<file path="src/rtl/pll_lock_supervisor.sv">
// -----------------------------------------------------------------------------
// pll_lock_supervisor
//
// Consumer-side supervisor for the clock-generation PLL. Runs on the same
// reference clock that feeds the PLL input. It pulses the PLL areset, waits for
// the (asynchronous) locked flag, requires lock to be stable for a programmed
// number of samples before releasing the system reset, and re-arms the PLL on
// loss of lock. Repeated lock timeouts end in a sticky FAIL state.
//
// Ports
//   clk            reference clock (10 MHz)
//   rst            synchronous active-high reset
//   pll_locked     PLL locked flag, asynchronous to clk
//   clr_stats      one-cycle pulse, clears lock_loss_cnt and timeout_cnt
//   pll_areset     reset request to the PLL, active high
//   sys_rst        reset for PLL-clocked logic, active high
//   ready          high only in RUN
//   fail           sticky failure after MAX_RETRIES consecutive timeouts
//   state_o        current state encoding (debug)
//   lock_loss_cnt  RUN->LOST transitions, saturating
//   timeout_cnt    lock timeouts, saturating
// -----------------------------------------------------------------------------
module pll_lock_supervisor #(
    parameter int PLL_RST_CYCLES = 10,
    parameter int LOCK_TIMEOUT   = 10000,
    parameter int STABLE_CYCLES  = 1000,
    parameter int MAX_RETRIES    = 3,
    parameter int CNT_W          = 8
) (
    input  logic             clk,
    input  logic             rst,
    input  logic             pll_locked,
    input  logic             clr_stats,
    output logic             pll_areset,
    output logic             sys_rst,
    output logic             ready,
    output logic             fail,
    output logic [2:0]       state_o,
    output logic [CNT_W-1:0] lock_loss_cnt,
    output logic [CNT_W-1:0] timeout_cnt
);

    typedef enum logic [2:0] {
        S_PLL_RST   = 3'd0,
        S_WAIT_LOCK = 3'd1,
        S_STABLE    = 3'd2,
        S_RUN       = 3'd3,
        S_LOST      = 3'd4,
        S_FAIL      = 3'd5
    } state_t;

    // One shared timer, sized for the longest interval it has to measure.
    localparam int TMAX_A = (PLL_RST_CYCLES > LOCK_TIMEOUT) ? PLL_RST_CYCLES : LOCK_TIMEOUT;
    localparam int TMAX   = (TMAX_A > STABLE_CYCLES) ? TMAX_A : STABLE_CYCLES;
    localparam int TW     = $clog2(TMAX + 1);
    localparam int RW     = $clog2(MAX_RETRIES + 1);

    // The sample that moves WAIT_LOCK into STABLE is the first of the
    // STABLE_CYCLES consecutive high samples, so in STABLE the timer holds
    // (high samples so far - 1) and RUN is taken when it would reach
    // STABLE_CYCLES-1.
    localparam int STB_LAST = (STABLE_CYCLES >= 2) ? STABLE_CYCLES - 2 : 0;

    localparam logic [TW-1:0] PRST_END = TW'(PLL_RST_CYCLES - 1);
    localparam logic [TW-1:0] TMO_END  = TW'(LOCK_TIMEOUT - 1);
    localparam logic [TW-1:0] STB_END  = TW'(STB_LAST);
    localparam logic [RW-1:0] RETRY_MX = RW'(MAX_RETRIES);

    // 2-flop synchronizer for the asynchronous locked flag.
    logic [1:0] sync_pipe;
    logic       locked_s;
    assign locked_s = sync_pipe[1];

    state_t          state, state_n;
    logic [TW-1:0]   timer, timer_n;
    logic [RW-1:0]   retry, retry_n, retry_inc;
    logic            loss_inc, tmo_inc;

    assign retry_inc = retry + 1'b1;
    assign state_o   = state;

    // Next-state / timer / event decode.
    always_comb begin
        state_n  = state;
        timer_n  = timer;
        retry_n  = retry;
        loss_inc = 1'b0;
        tmo_inc  = 1'b0;
        case (state)
            S_PLL_RST: begin
                if (timer == PRST_END) begin
                    state_n = S_WAIT_LOCK;
                    timer_n = '0;
                end else begin
                    timer_n = timer + 1'b1;
                end
            end
            S_WAIT_LOCK: begin
                // Lock is checked first so it wins a race with the timeout.
                if (locked_s) begin
                    state_n = S_STABLE;
                    timer_n = '0;
                end else if (timer == TMO_END) begin
                    tmo_inc = 1'b1;
                    timer_n = '0;
                    retry_n = retry_inc;
                    state_n = (retry_inc == RETRY_MX) ? S_FAIL : S_PLL_RST;
                end else begin
                    timer_n = timer + 1'b1;
                end
            end
            S_STABLE: begin
                if (!locked_s) begin
                    state_n = S_WAIT_LOCK;
                    timer_n = '0;
                end else if (timer == STB_END) begin
                    state_n = S_RUN;
                    timer_n = '0;
                    retry_n = '0;
                end else begin
                    timer_n = timer + 1'b1;
                end
            end
            S_RUN: begin
                if (!locked_s) begin
                    state_n = S_LOST;
                end
            end
            S_LOST: begin
                loss_inc = 1'b1;
                state_n  = S_PLL_RST;
                timer_n  = '0;
            end
            S_FAIL: begin
                state_n = S_FAIL;
            end
            default: begin
                state_n = S_PLL_RST;
                timer_n = '0;
            end
        endcase
    end

    // Registers. Outputs are decoded from the next state so each one is a
    // flop that changes on the same edge as the state register.
    always_ff @(posedge clk) begin
        if (rst) begin
            sync_pipe     <= '0;
            state         <= S_PLL_RST;
            timer         <= '0;
            retry         <= '0;
            lock_loss_cnt <= '0;
            timeout_cnt   <= '0;
            pll_areset    <= 1'b1;
            sys_rst       <= 1'b1;
            ready         <= 1'b0;
            fail          <= 1'b0;
        end else begin
            sync_pipe <= {sync_pipe[0], pll_locked};
            state     <= state_n;
            timer     <= timer_n;
            retry     <= retry_n;

            // Clear has priority over a coincident increment.
            if (clr_stats)
                lock_loss_cnt <= '0;
            else if (loss_inc && (lock_loss_cnt != '1))
                lock_loss_cnt <= lock_loss_cnt + 1'b1;

            if (clr_stats)
                timeout_cnt <= '0;
            else if (tmo_inc && (timeout_cnt != '1))
                timeout_cnt <= timeout_cnt + 1'b1;

            pll_areset <= (state_n == S_PLL_RST) || (state_n == S_FAIL);
            sys_rst    <= (state_n != S_RUN);
            ready      <= (state_n == S_RUN);
            fail       <= (state_n == S_FAIL);
        end
    end

endmodule

</file>
<file path="config.mk">
export PLATFORM = sky130hd
export DESIGN_NAME = pll_lock_supervisor
export DESIGN_NICKNAME = d
export VERILOG_FILES = /design/src/rtl/pll_lock_supervisor.sv
export SDC_FILE = /design/constraint.sdc
export NUM_CORES = 1
export LEC_CHECK = 0
export CAP_MARGIN = 20
export CORE_ASPECT_RATIO = 2
export CORE_UTILIZATION = 49
export DETAILED_ROUTE_END_ITERATION = 10
export PLACE_DENSITY = 0.75
export SYNTH_ARGS = -nofsm -noshare
export SYNTH_HDL_FRONTEND = slang
export SYNTH_SLANG_ARGS = --single-unit
</file>
<file path="constraint.sdc">
create_clock -name clk -period 2.05 [get_ports clk]
set_clock_uncertainty 0.05 [all_clocks]
set_input_delay 0.5125 -clock clk [delete_from_list [all_inputs] [get_ports clk]]
set_output_delay 0.5125 -clock clk [all_outputs]
set_load 0.05 [all_outputs]
</file>
==> flow_summary.ini, run 1 <==
[status]
status = complete, no violations

[timing]
tightest_slew_ns = 0.678
fin_crit_ns = 2.04
rsz0062_at_grt = true
setup_viol = 0
max_clock_freq_ghz = 0.491
hold_viol = 0
layout_setup_ws_ns = 0.0133
relSlewSlack_pct = 54.5
timing.final.crit_share_pct = 99.4
slew_violations = 0

[setup_path]
path_delay_family = simple AND/OR/NAND/NOR gates
crit_arrival_ns = 2.17
worstPathMaxFanout = 5
cp_num_buf_inv = 0
critPathMaxStageDelay_ns = 0.54
start_kind = flop
slowest_stage = or4_4
crit_chain = and4bb_2, nand4_1, and2_4, or4_4, mux2_4
cp.required_ns = 2.19
critPathKind = flop to flop
end_kind = flop

[finish]
drive_gt1_share_pct = 25.0
fin_area_um2 = 2610
finish.utilization_pct = 63.7
synthToLayoutAreaGrowth_pct = 25.0
multiInputGateArea_um2 = 1230
seqCellArea_um2 = 833
fin_nets = 293
n_fill_cell = 367
n_antenna_cell = 0

[power_and_ir_drop]
p_int_uw = 1060
power_density_nw_per_um2 = 532
leakage_uw = 0.00101
p_sw_uw = 322
combPwrFrac_pct = 4.0
pwr-share-seq_pct = 58.9
irDropWorstVdd_mv = 0.472
clockPowerShare_pct = 37.1
p_sw_share_pct = 23.2

[routing]
route.detailed.drc = 0
drt_pass1_iterations = 4
via_per_inst = 5.78
drt_wl_total_um = 5010
vias = 1943
wire_per_inst_um = 14.9
ant_nets = 0
drt_iter0_drc = 52

[synthesis]
netlist_area_um2 = 2080
yosysMostFrequentCell = dfxtp_1
synth.area.top_cells = dfxtp_1 (39%), nor2_1 (4.7%), xor2_1 (4.2%), nand4_1 (3.9%), ha_1 (3.6%)
syn_area_per_cell_um2 = 8.64
synth_top_area_cell = dfxtp_1
synth_top_area_share_pct = 39.4
netlist_instances = 241
synth_common_cells = dfxtp_1 (41), nor2_1 (26), nand2_1 (16)
synth-main-ff-cell = dfxtp_1
ys_ff_latch = 41
synth_warnings = 0
synth_nets = 251
synthDistinctLibCells = 45
synth_edf_count = 0
synthArstFlopShare_pct = 0
yosysSeqAreaShare_pct = 39.4

[die]
die_area_um2 = 4530
ioPinCount = 27
rows = 33
start_util_pct = 51.0
fp.dieH_um = 94.2
core_area_um2 = 4090
dieWidth_um = 48.1

[cts]
cts_root_buf = clkbuf_8
htree_levels = 2
clk_latency_ns = 0.30
cts_buffers = 5
cts_hold_buf = 0
cts_buffer_depth = 2
path_clk_slew_ns = 0.08
cts_tree = built
cts.sinks = 41

[grt]
antenna_found_initial = 0
overflow = 0
track_usage_pct = 23.9
grt_pass1_vias = 1840
grt_start_max_net_pins = 17
grt_first_pass_wirelength_um = 7650

[job]
max-cap-violations = 0

[place]
place_congestion = 0.899
numPortBuffers = 26
placed_area_um2 = 2470
post-place-ws_ns = 0.0125
dpl.hpwl_um = 3810

[hold_path]
hold_path_class = flop to flop
[worst paths after layout]
path / from / to / slack [ns] / cells past startpoint
worst min-delay path: retry[0] / retry[0] / 0.40 / 1
worst max-delay path: timer[8] / pll_areset / 0.01 / 5
worst min register to register: retry[0] / retry[0] / 0.40 / 1
worst max register to register: timer[8] / pll_areset / 0.01 / 5
[through the flow]
step | std cells | hold slack (ns) | TNS, ns | total power (uW)
after detailed placement | 327 | 0.390 | 0 | 885
after floorplan | 241 | 0.364 | 0 | 863
final | 336 | 0.399 | 0 | 1390
after global routing | 336 | 0.437 | -0.110 | 1430
after global placement | 327 | 0.380 | 0 | 884
after CTS | 335 | 0.401 | 0 | 1390
[power by group through the flow]
stage	Combinational, uW	Clock [uW]	Sequential, uW
floorplan	34.6	0	828
CTS	54.6	526	812
detailed placement	54.2	0	831
finish	55.9	514	815
global placement	53.8	0	831
global route	62.4	557	816
[flip-flops by register name, indices dropped and copies added (netlist names)]
signal	flops
fail	1
lock_loss_cnt	8
pll_areset	1
ready	1
retry	2
state_o	3
sync_pipe	2
sys_rst	1
timeout_cnt	8
timer	14
[cell usage in the layout, fill, tap and decap left out, types with 8 or more instances in the layout]
| master | instances |
|---|---|
| o21ai_0 | 12 |
| xor2_1 | 10 |
| nand2_1 | 16 |
| dfxtp_1 | 35 |
| nor3_1 | 8 |
| nand4_1 | 13 |
| nor2b_1 | 8 |
| nand3_1 | 9 |
| nor2_1 | 25 |
| buf_4 | 37 |
| a21oi_1 | 12 |
[cell families (layout without fill, tap and decap cells)]
family                     after synthesis  in the layout  synth area share [%]
and+or+nand+nor                        120            120                  32.8
muxes                                    5              5                  2.64
adders and majority gates                6              6                  3.60
DFF                                     41             41                  39.4
xor gates and xnor gates                17             17                  7.15
AOI/OAI and AO/OA                       36             36                  10.9
buffers and inverters                   16             59                  3.48
[layer usage]
layer / track usage [%] / up-vias / routed length (um)
li1: - / 945 / -
met1: 19.4 / 923 / 1690
met2: 45.2 / 52 / 2890
met3: 4.42 / 23 / 172
met4: 15.7 / 0 / 264
met5: 0 / - / 0
[final cells by class]
type                       count  area share [%]
timing repair buffer          45            13.8
sequential                    41            32.0
multi-input combinational    184            47.4
clock buffer                   5            2.64
clock inverter                 3           0.672
tap                           52            2.50
inverter                       6           0.961
[repair_timing]
action / CTS / global route
resized for setup: 0 / 13
endpoints found under the setup margin: 0 / 4
setup buffers: 0 / 1
(Power assumes the default switching activity.)
==> run 2: changes to the inputs <==
Settings changed: CORE_UTILIZATION 49 to 40, CTS_CLUSTER_DIAMETER from default to 100, PLACE_DENSITY 0.75 to 0.63.
==> flow_summary.ini, run 2 (synthesized netlist as in run 1, its figures left out) <==
[timing]
timing.final.crit_share_pct = 99.0
rsz0062_at_grt = true
slew_violations = 0
tightest_slew_ns = 0.835
relSlewSlack_pct = 43.9
layout_setup_ws_ns = 0.0205
fin_setup_tns_ns = 0
setup_viol = 0
max_clock_freq_ghz = 0.493
fin_crit_ns = 2.03
hold_viol = 0
hold_slack_ns = 0.384

[power_and_ir_drop]
clockPowerShare_pct = 42.2
power_density_nw_per_um2 = 576
pwr-share-seq_pct = 54.0
p_int_uw = 1180
total_power_uw = 1510
p_sw_share_pct = 21.4
irDropWorstVdd_mv = 0.449
p_sw_uw = 322
leakage_uw = 0.00101
combPwrFrac_pct = 3.9

[cts]
cts.sinks = 41
path_clk_slew_ns = 0.08
post_cts_buffers = 0
cts_root_buf = clkbuf_8
cts_tree = built
cts_buffers = 5
cts_buffer_depth = 2
clk_latency_ns = 0.29
htree_levels = 2
cts_hold_buf = 0

[grt]
antenna_found_initial = 0
overflow = 0
grt_first_pass_wirelength_um = 8070
grt_start_max_net_pins = 17
grt_pass1_vias = 1811
track_usage_pct = 19.7

[hold_path]
hold_path_class = flop to flop

[finish]
drive_gt1_share_pct = 25.2
n_fill_cell = 466
largest-register = timer
mostFrequentLayoutCells = buf_4 (37), dfxtp_1 (35), nor2_1 (26)
n_antenna_cell = 0
fin_nets = 292
synthToLayoutAreaGrowth_pct = 25.5
final_common_cell = buf_4
reg_top3 = timer (14), lock_loss_cnt (8), timeout_cnt (8)
largest_reg_flops = 14

[routing]
route.detailed.drc = 0
drt_iter0_drc = 33
drt_pass1_iterations = 4
wire_per_inst_um = 15.0
via_per_inst = 5.58
drt_wl_total_um = 5100
vias = 1892
ant_nets = 0

[place]
numPortBuffers = 26
post-place-ws_ns = 0.0265
place_congestion = 0.896
dpl.hpwl_um = 3890

[setup_path]
start_kind = flop
critPathKind = flop to flop
end_kind = flop
crit_arrival_ns = 2.16
cp.required_ns = 2.18
worstPathMaxFanout = 5

[status]
status = complete, no violations

[die]
start_util_pct = 42.0
fp.dieH_um = 104
die_area_um2 = 5520
core_area_um2 = 4950
rows = 36
ioPinCount = 27
dieWidth_um = 53.0

[job]
max-cap-violations = 0
run 2: final cells by class:
class,count,area [um^2],share of cell area (%)
clock buffer,5,68.8,2.63
timing repair buffer,44,348,13.3
tap,57,71.3,2.73
multi-input combinational,184,1240,47.3
inverter,6,22.5,0.861
sequential,41,833,31.9
clock inverter,2,35.0,1.34
run 2: power groups by stage:
stage               sequential [uW]  combinational, uW  clock [uW]
finish                          812               58.4         635
global route                    813               64.0         675
CTS                             812               56.9         653
detailed placement              831               56.6           0
global placement                831               56.0           0
floorplan                       828               34.6           0
run 2: timing repair:
action	CTS	global route
endpoints found under the setup margin	0	18
gates resized for setup	0	11
hold endpoints to repair	0	0
run 2: layer usage:
metal / wire length, um / vias to the layer above / GRT usage (%)
met2: 2910 / 43 / 37.1
met4: 184 / 0 / 11.1
met3: 138 / 11 / 2.63
met1: 1860 / 895 / 18.6
li1: - / 943 / -
met5: 0 / - / 0
run 2: final timing paths:
kind	startpoint	slack [ns]	end	cells after the start
worst max-delay path	timer[0]	0.02	pll_areset	7
worst min-delay path	sync_pipe[0]	0.38	sync_pipe[1]	1
worst max register to register	timer[0]	0.02	pll_areset	7
worst min register to register	sync_pipe[0]	0.38	sync_pipe[1]	1
run 2: worst max-delay path, cell delays in order, from the launching register on:
cell and delay (ns):
dfxtp_4 0.37, inv_1 0.05, ha_1 0.19, and4bb_2 0.22, nand4_1 0.11, nor2_1 0.06, or4_4 0.55, mux2_4 0.31
run 2: through the flow:
stage               cells  utilization, %  instance area [um^2]
floorplan             241               -                  2100
global placement      332            49.9                  2470
detailed placement    332            49.9                  2470
CTS                   339            52.0                  2580
global route          339            52.8                  2620
finish                339            52.8                  2620
